--- src/rtl/rs232out_fifo_pkg.sv ---
// Shared types and constants for the rs232out transmit FIFO.
// Byte width, sequencer state encoding and a clog2 helper.
package rs232out_fifo_pkg;

    localparam int BYTE_W = 8;

    typedef enum logic [1:0] {
        ST_IDLE,
        ST_ISSUE,
        ST_GUARD,
        ST_DRAIN
    } seq_state_e;

    function automatic int clog2(input int v);
        int r;
        int x;
        r = 0;
        x = v - 1;
        while (x > 0) begin
            r++;
            x = x >> 1;
        end
        return r;
    endfunction

endpackage

--- src/rtl/rs232out_fifo_if.sv ---
// Producer/transmitter-side bundle of the rs232out FIFO.
// master: producer + UART side (drives push/clr_ovf/tx_busy); slave: the FIFO.
interface rs232out_fifo_if
    import rs232out_fifo_pkg::*;
#(
    parameter int ADDR_W = 4
);
    logic              push;
    logic [BYTE_W-1:0] push_data;
    logic              full;
    logic              empty;
    logic [ADDR_W:0]   count;
    logic              overflow;
    logic              clr_ovf;
    logic [BYTE_W-1:0] tx_data;
    logic              tx_we;
    logic              tx_busy;

    modport master (
        output push, push_data, clr_ovf, tx_busy,
        input  full, empty, count, overflow, tx_data, tx_we
    );

    modport slave (
        input  push, push_data, clr_ovf, tx_busy,
        output full, empty, count, overflow, tx_data, tx_we
    );
endinterface

--- src/rtl/rs232out_fifo_ram.sv ---
// Storage array for the FIFO: one synchronous write port, async read.
// Ports: clk, we/waddr/wdata write port, raddr/rdata read port.
module rs232out_fifo_ram
    import rs232out_fifo_pkg::*;
#(
    parameter  int DEPTH = 16,
    parameter  int WIDTH = BYTE_W,
    localparam int AW    = clog2(DEPTH)
) (
    input  logic             clk,
    input  logic             we,
    input  logic [AW-1:0]    waddr,
    input  logic [WIDTH-1:0] wdata,
    input  logic [AW-1:0]    raddr,
    output logic [WIDTH-1:0] rdata
);
    logic [WIDTH-1:0] mem_q [DEPTH];

    always_ff @(posedge clk) begin
        if (we) begin
            mem_q[waddr] <= wdata;
        end
    end

    assign rdata = mem_q[raddr];
endmodule

--- src/rtl/rs232out_fifo.sv ---
// Byte FIFO plus transmit sequencer that feeds an rs232out UART.
// Ports: clk, rst_n (async active-low), bus (push/flags/overflow, tx_data/tx_we/tx_busy).
module rs232out_fifo
    import rs232out_fifo_pkg::*;
#(
    parameter int DEPTH  = 16,
    parameter int ADDR_W = 4
) (
    input logic           clk,
    input logic           rst_n,
    rs232out_fifo_if.slave bus
);
    localparam logic [ADDR_W-1:0] PTR_ONE  = ADDR_W'(1);
    localparam logic [ADDR_W:0]   CNT_ONE  = (ADDR_W + 1)'(1);
    localparam logic [ADDR_W:0]   CNT_FULL = (ADDR_W + 1)'(DEPTH);

    logic [ADDR_W-1:0] wr_ptr_q, wr_ptr_d;
    logic [ADDR_W-1:0] rd_ptr_q, rd_ptr_d;
    logic [ADDR_W:0]   count_q, count_d;
    logic              ovf_q, ovf_d;
    logic              tx_we_q, tx_we_d;
    logic [BYTE_W-1:0] tx_data_q, tx_data_d;
    seq_state_e        state_q, state_d;

    logic              full, empty;
    logic              push_ok, pop;
    logic [BYTE_W-1:0] rd_data;

    assign full  = (count_q == CNT_FULL);
    assign empty = (count_q == '0);

    rs232out_fifo_ram #(
        .DEPTH (DEPTH),
        .WIDTH (BYTE_W)
    ) u_ram (
        .clk   (clk),
        .we    (push_ok),
        .waddr (wr_ptr_q),
        .wdata (bus.push_data),
        .raddr (rd_ptr_q),
        .rdata (rd_data)
    );

    always_comb begin
        // Room is judged on the current count; a same-cycle pop doesn't help.
        push_ok   = bus.push && !full;
        pop       = (state_q == ST_IDLE) && !empty && !bus.tx_busy;

        wr_ptr_d  = wr_ptr_q;
        rd_ptr_d  = rd_ptr_q;
        count_d   = count_q;
        tx_data_d = tx_data_q;
        tx_we_d   = 1'b0;
        state_d   = state_q;

        if (push_ok) begin
            wr_ptr_d = wr_ptr_q + PTR_ONE;
        end
        if (pop) begin
            rd_ptr_d  = rd_ptr_q + PTR_ONE;
            tx_data_d = rd_data;
        end

        unique case ({push_ok, pop})
            2'b10:   count_d = count_q + CNT_ONE;
            2'b01:   count_d = count_q - CNT_ONE;
            default: count_d = count_q;
        endcase

        // A dropped push outranks a clear in the same cycle.
        ovf_d = (bus.push && full) || (ovf_q && !bus.clr_ovf);

        unique case (state_q)
            ST_IDLE: begin
                if (pop) begin
                    tx_we_d = 1'b1;
                    state_d = ST_ISSUE;
                end
            end
            ST_ISSUE: state_d = ST_GUARD;
            // busy from the UART rises a cycle late; skip it once.
            ST_GUARD: state_d = ST_DRAIN;
            ST_DRAIN: begin
                if (!bus.tx_busy) begin
                    state_d = ST_IDLE;
                end
            end
            default: state_d = ST_IDLE;
        endcase
    end

    always_ff @(posedge clk or negedge rst_n) begin
        if (!rst_n) begin
            wr_ptr_q  <= '0;
            rd_ptr_q  <= '0;
            count_q   <= '0;
            ovf_q     <= 1'b0;
            tx_we_q   <= 1'b0;
            tx_data_q <= '0;
            state_q   <= ST_IDLE;
        end else begin
            wr_ptr_q  <= wr_ptr_d;
            rd_ptr_q  <= rd_ptr_d;
            count_q   <= count_d;
            ovf_q     <= ovf_d;
            tx_we_q   <= tx_we_d;
            tx_data_q <= tx_data_d;
            state_q   <= state_d;
        end
    end

    assign bus.full     = full;
    assign bus.empty    = empty;
    assign bus.count    = count_q;
    assign bus.overflow = ovf_q;
    assign bus.tx_we    = tx_we_q;
    assign bus.tx_data  = tx_data_q;
endmodule

--- src/flat_wrapper.sv ---
// flat-port wrapper written by rule: the top's interface ports become plain ports
module rs232out_fifo_flat import rs232out_fifo_pkg::*;
#(
    parameter int DEPTH  = 16,
    parameter int ADDR_W = 4
)
  (clk, rst_n, bus_push, bus_push_data, bus_clr_ovf, bus_tx_busy, bus_full, bus_empty, bus_count, bus_overflow, bus_tx_data, bus_tx_we);
  rs232out_fifo_if #(.ADDR_W(ADDR_W)) bus_i ();
  input logic clk;
  input logic rst_n;
  input wire logic [$bits(bus_i.push)-1:0] bus_push;
  input wire logic [$bits(bus_i.push_data)-1:0] bus_push_data;
  input wire logic [$bits(bus_i.clr_ovf)-1:0] bus_clr_ovf;
  input wire logic [$bits(bus_i.tx_busy)-1:0] bus_tx_busy;
  output wire logic [$bits(bus_i.full)-1:0] bus_full;
  output wire logic [$bits(bus_i.empty)-1:0] bus_empty;
  output wire logic [$bits(bus_i.count)-1:0] bus_count;
  output wire logic [$bits(bus_i.overflow)-1:0] bus_overflow;
  output wire logic [$bits(bus_i.tx_data)-1:0] bus_tx_data;
  output wire logic [$bits(bus_i.tx_we)-1:0] bus_tx_we;
  assign bus_i.push = bus_push;
  assign bus_i.push_data = bus_push_data;
  assign bus_i.clr_ovf = bus_clr_ovf;
  assign bus_i.tx_busy = bus_tx_busy;
  assign bus_full = bus_i.full;
  assign bus_empty = bus_i.empty;
  assign bus_count = bus_i.count;
  assign bus_overflow = bus_i.overflow;
  assign bus_tx_data = bus_i.tx_data;
  assign bus_tx_we = bus_i.tx_we;
  rs232out_fifo #(.DEPTH(DEPTH), .ADDR_W(ADDR_W)) u_core (.clk(clk), .rst_n(rst_n), .bus(bus_i));
endmodule
--- config.mk ---
export PLATFORM = sky130hd
export DESIGN_NAME = rs232out_fifo_flat
export DESIGN_NICKNAME = d
export VERILOG_FILES = /design/src/rtl/rs232out_fifo_pkg.sv /design/src/rtl/rs232out_fifo_if.sv /design/src/rtl/rs232out_fifo_ram.sv /design/src/rtl/rs232out_fifo.sv /design/src/flat_wrapper.sv
export SDC_FILE = /design/constraint.sdc
export NUM_CORES = 1
export LEC_CHECK = 0
export BUFFER_PORTS_ARGS = -buffer_cell sky130_fd_sc_hd__buf_2
export CAP_MARGIN = 5
export CORE_MARGIN = 3
export CORE_UTILIZATION = 35
export DETAILED_ROUTE_END_ITERATION = 8
export PLACE_DENSITY = 0.52
export SYNTH_ARGS = -nofsm -noshare
export SYNTH_HDL_FRONTEND = slang
export SYNTH_HIERARCHICAL = 1
export SYNTH_SLANG_ARGS = --single-unit
--- constraint.sdc ---
create_clock -name clk -period 6.9 [get_ports clk]
set_clock_uncertainty 0.05 [all_clocks]
set_input_delay 0.345 -clock clk [delete_from_list [all_inputs] [get_ports clk]]
set_output_delay 0.345 -clock clk [all_outputs]
set_load 0.05 [all_outputs]
Word-level counts from Yosys, hierarchy flattened
Memories as Yosys holds them, arrays and structs flattened. A register that Yosys moved wholly into a read port is not among the register bits.
Cells that the tools add are included.
- bits in latches: 0
- output and inout bits: 17
- logic and storage cells: 42
- memories: 1
- input bits: 13
- RAM bits: 128
- memory bits (read-only): 0
- flip-flop bits (word level): 17
- $add $sub $neg: 4
- shift-type cells: 0
- bitwise operators: 0
- $lt $le $gt $ge: 0
- multiply operators: 0
- eq/ne operators: 8
- reductions and logical operators: 15
- div/mod/pow operators: 0
- multiplexer cells: 8
- memory list (memory ; depth ; bits a word ; rd ports ; clocked after memory_dff ; wr ports ; line ; RTL):
    u_core.u_ram.mem_q ; 16 ; 8 ; 1 ; 1 ; 1 ; rs232out_fifo_ram.sv:17 ; logic [WIDTH-1:0] mem_q [DEPTH];
- operators by type and width (operator ; count):
    5-bit case mux with 2 select lines ; 1
    4-bit by 1-bit adder with 4-bit output (second input constant) ; 2
    2-bit case mux with 4 select lines ; 1
    2-bit equality test (second input constant) ; 3
    5-bit by 1-bit adder with 5-bit output (second input constant) ; 1
    5-bit equality test (second input constant) ; 1
    1-bit logical AND ; 5
    1-bit zero test ; 5
    5-bit zero test ; 1
    5-bit by 1-bit subtractor with 5-bit output (second input constant) ; 1
    2-bit by 1-bit equality test with 1-bit output (second input constant) ; 2
    1-bit two-way mux ; 4
    2-bit two-way mux ; 2
    2-bit zero test ; 1
    2-bit by 1-bit inequality test with 1-bit output (second input constant) ; 1
    2-bit inequality test (second input constant) ; 1
    2-bit AND reduction ; 1
    2-bit nonzero test ; 1
    1-bit logical OR ; 1

Logic depth before layout (Yosys ltp)
- depth after elaboration: 6
- gate-level depth with buffers: 12

By module
The synthesis kept the hierarchy.
- by module, submodules not included (module ; cells an instance ; instances ; area an instance (um2) ; seq. area each (um2)):
    rs232out_fifo_ram ; 221 ; 1 ; 4987.3 ; 3843.7
    rs232out_fifo ; 101 ; 1 ; 1256.2 ; 625.6

Worst setup path after synthesis
Ideal clock, no wire load.
- path type: reg2reg
- from: register u_core.count_q[1], in the netlist u_core/bus.count[1]
- to: register u_core.count_q[4], in the netlist u_core/bus.count[4]
- stages on the path, launching flop included: 11
- path slack: 3763 ps
- period minus slack after synthesis: 3137 ps
- path buffers: 0
- library setup time: 145 ps
- arrival: 2942 ps
- cells stage by stage: dfrtp_1 -> nor4_4 -> and2_1 -> nand2b_2 -> ha_1 -> inv_1 -> fa_1 -> nor2b_1 -> o2111ai_1 -> o311ai_0 -> o211ai_1
- elaborated cells on any way between the ends: 13
- RTL lines (element ; line ; RTL):
    start, declared ; rs232out_fifo.sv:19 ; logic [ADDR_W:0] count_q, count_d;
    start signal, assigned ; rs232out_fifo.sv:104 ; count_q <= count_d;
    5-bit equality test (*) ; rs232out_fifo.sv:29 ; assign full = (count_q == CNT_FULL);
    net bus_full ; flat_wrapper.sv:15 ; output wire logic [$bits(bus_i.full)-1:0] bus_full;
    1-bit zero test (*) ; rs232out_fifo.sv:46 ; push_ok = bus.push && !full;
    1-bit logical AND (*) ; rs232out_fifo.sv:46 ;
    2-bit by 1-bit equality test with 1-bit output / 2-bit equality test (equally long branches) ; rs232out_fifo.sv:64 ; unique case ({push_ok, pop})
    5-bit case mux with 2 select lines / 2-bit nonzero test (equally long branches) ; n/a ;
Mark *: on every way through the listed nets, which the timed path passes. The rest lies on a longest branch.
A chain may end at the register's enable or synchronous reset.

Worst setup path after layout
- from: register u_core.state_q[0]
- to: register u_core.count_q[4], in the netlist u_core/bus.count[4]
- cells in the longest elaborated chain, start to end: 5
- elaborated cells on any way between the ends: 7
- RTL lines (element ; line ; RTL):
    start, declared ; rs232out_fifo.sv:23 ; seq_state_e state_q, state_d;
    start signal, assigned ; rs232out_fifo.sv:108 ; state_q <= state_d;
    2-bit zero test (*) ; rs232out_fifo.sv:47 ; pop = (state_q == ST_IDLE) && !empty && !bus.tx_busy;
    1-bit logical AND (*) (2 in a row) ; rs232out_fifo.sv:47 ;
    2-bit by 1-bit equality test with 1-bit output / 2-bit equality test (equally long branches) ; rs232out_fifo.sv:64 ;
    5-bit case mux with 2 select lines / 2-bit nonzero test (equally long branches) ; n/a ;
Every way passes the cells marked *; elsewhere a longest branch is shown, timed or not.

==> results.json <==
{
  "status": "completed",
  "critPathMaxFanout": 13,
  "dieArea_um2": 19500,
  "maxSlewHeadroom_pct": 35.1,
  "setup_slack_ps": 3710,
  "timing.final.crit_share_pct": 46.2,
  "finalSetupViolCount": 0,
  "nets": 385,
  "antenna_found_initial": 0,
  "die_h_um": 140,
  "clk_path_buf_depth": 2,
  "grt_max_degree": 36,
  "wire_per_inst_um": 20.6,
  "dp_hpwl_um": 7660,
  "drc": 0,
  "vias": 3086,
  "p_per_area_nw_per_um2": 444,
  "hold_path.class": "input pin to register",
  "final_common_cell": "edfxtp_1",
  "postSynthAreaPerCell_um2": 19.4,
  "grt_overflow": 0,
  "n_fill_cell": 1530,
  "synth_seq_cells": 153,
  "io_buffers": 29,
  "die_w_um": 140,
  "fin_crit_ps": 3190,
  "cp.arrival_ps": 3400,
  "drt-initial-drc-count": 204,
  "post-place-ws_ps": 3790,
  "path_delay_family": "adder cells",
  "leakage_nw": 2.57,
  "startpoint_type": "register",
  "grt_usage_pct": 13.4,
  "synth-edff-count": 128,
  "cp_slowest_cell": "a21oi_2",
  "max-cap-violations": 0,
  "critPathMaxStageDelay_ps": 550,
  "final_antenna_net_count": 0,
  "worstSetupEndpointType": "register",
  "firstDrtPassIters": 5,
  "synth_cell_types": 46,
  "max_freq_ghz": 0.314,
  "crit_chain": "inv_1 > ha_1 > nand2b_1 > a21oi_2 > ha_1 > inv_1 > fa_1 > nor2b_1 > o2111ai_1 > o311ai_0 > o211ai_1",
  "hold_viol": 0,
  "antenna_cells": 0,
  "hold_slack_ps": 143,
  "tightest_slew_ps": 970,
  "ys_seq_area_share_pct": 71.6,
  "fin_tns_setup_ps": 0,
  "syn_inst": 322,
  "clk_pin_slew_ps": 60,
  "synth-main-ff-cell": "edfxtp_1",
  "wl_um": 12300,
  "grt_util_met1_pct": 18.4,
  "viasPerCell": 5.15,
  "clock_tree.root_cell": "clkbuf_16",
  "place_inst": 565,
  "crit_buf_inv": 2,
  "path_class": "register to register",
  "rows": 48,
  "slew_viol_final": 0,
  "gp_congestion": 0.684,
  "cts_buffers": 17,
  "synth_area_um2": 6240,
  "rsz0062_at_grt": "false",
  "io_pins": 30,
  "use_met2_pct": 20.9,
  "grt_pass1_vias": 3182,
  "htreeDepth": 4,
  "synthesis.nets": 346,
  "areaGrowthSynthToFinish_pct": 16.6,
  "grt_use_met3_pct": 3.78,
  "irDropWorstVdd_mv": 0.349,
  "final_layout_size_suffix_gt1_share_pct": 27.5,
  "cts.sinks": 153,
  "cts_tree": "yes",
  "clock_latency_ps": 410,
  "instances_no_fill": 599,
  "design.core.area_um2": 17400,
  "most-common-layout-cells": "128 x edfxtp_1, 29 x buf_2, 23 x clkbuf_16, 23 x dfrtp_1, 18 x mux4_2",
  "cts_setup_buffers": 0,
  "top_usage_layer": "met2",
  "initial_utilization_pct": 36.0,
  "cp.required_ps": 7110,
  "grt_pass1_wl_um": 19400,
  "async_flop_share_pct": 16.3,
  "power_w": 0.00323,
  "yosysWarnings": 6
}
## metrics by stage
step	area, µm²	utilization [%]
floorplan	6240	-
global placement	6600	38.0
detailed placement	6600	38.0
CTS	7270	41.9
global route	7280	41.9
finish	7280	41.9
## worst reg2reg max path, delay by kind of cell (launching register included)
family,cells,cell delay [ps]
DFF,1,380
adders and majority gates,3,1060
and+or+nand+nor,2,330
buffers and inverters,2,270
AOI/OAI and AO/OA,4,960
## metal layers
metal	vias to the layer above	routed length (µm)
li1	1376	-
met2	72	6060
met4	0	89
met1	1634	5520
met5	-	0
met3	4	642
## kinds of logic after synthesis
logic type | share of synthesized area (%)
multiplexers | 14.7
AO/OA/AOI/OAI | 3.49
AND/OR/NAND/NOR | 4.53
adder cells (fa/ha/maj) | 2.32
XOR/XNOR | 1.26
flip-flops | 71.6
buffers and inverters | 2.06
## cell type report
type	instances	area, µm²	share of cell area (%)
clock buffer	27	624	8.58
clock inverter	5	36.3	0.499
inverter	9	33.8	0.464
multi-input combinational	148	1660	22.8
sequential	153	4470	61.4
tap	225	282	3.87
timing repair buffer	32	170	2.34
## registers in the layout, indices dropped and copies added (netlist names)
name                 count
u_core/u_ram/mem_q     128
u_core/bus.tx_data       8
u_core/bus.count         5
u_core/rd_ptr_q          4
u_core/wr_ptr_q          4
u_core/state_q           2
u_core/bus.overflow      1
u_core/bus.tx_we         1
## where the power goes
group	switching [W]	leakage [nW]	internal [W]
Combinational	0.000579	0.787	0.000385
Clock	0.000352	0.330	0.000625
Sequential	0.000132	1.46	0.00116
Total	0.00106	2.57	0.00217
## synth_stat cells, types with 4 or more instances
master,number,area (µm²)
dfrtp_1,25,626
mux4_2,18,405
inv_1,8,30.0
ha_1,10,125
nor2_1,14,52.6
nand2_1,13,48.8
xor2_1,4,35.0
mux4_1,14,368
mux2_2,10,113
edfxtp_1,128,3840
nor3_1,4,20.0
a22oi_1,16,120
xnor2_1,5,43.8
buf_2,4,20.0
## timing repair
action | in CTS | in global routing
hold buffers | 1 | 0
hold endpoints to repair | 25 | 0
gates resized for setup | 0 | 0
## path summary, 6_finish.rpt
| check | start | endpoint | slack [ps] | depth (start not counted) |
|---|---|---|---|---|
| max | u_core/state_q[0] | u_core/bus.count[4] | 3710 | 11 |
| min | bus_push | u_core/bus.overflow | 140 | 2 |
| max reg2reg | u_core/state_q[0] | u_core/bus.count[4] | 3710 | 11 |
| min reg2reg | u_core/bus.tx_data[7] | u_core/bus.tx_data[7] | 460 | 1 |
| max in group asynchronous | rst_n | u_core/rd_ptr_q[0] | 5960 | 2 |
| min in group asynchronous | rst_n | u_core/bus.tx_data[2] | 420 | 2 |
(Power assumes the default switching activity.)
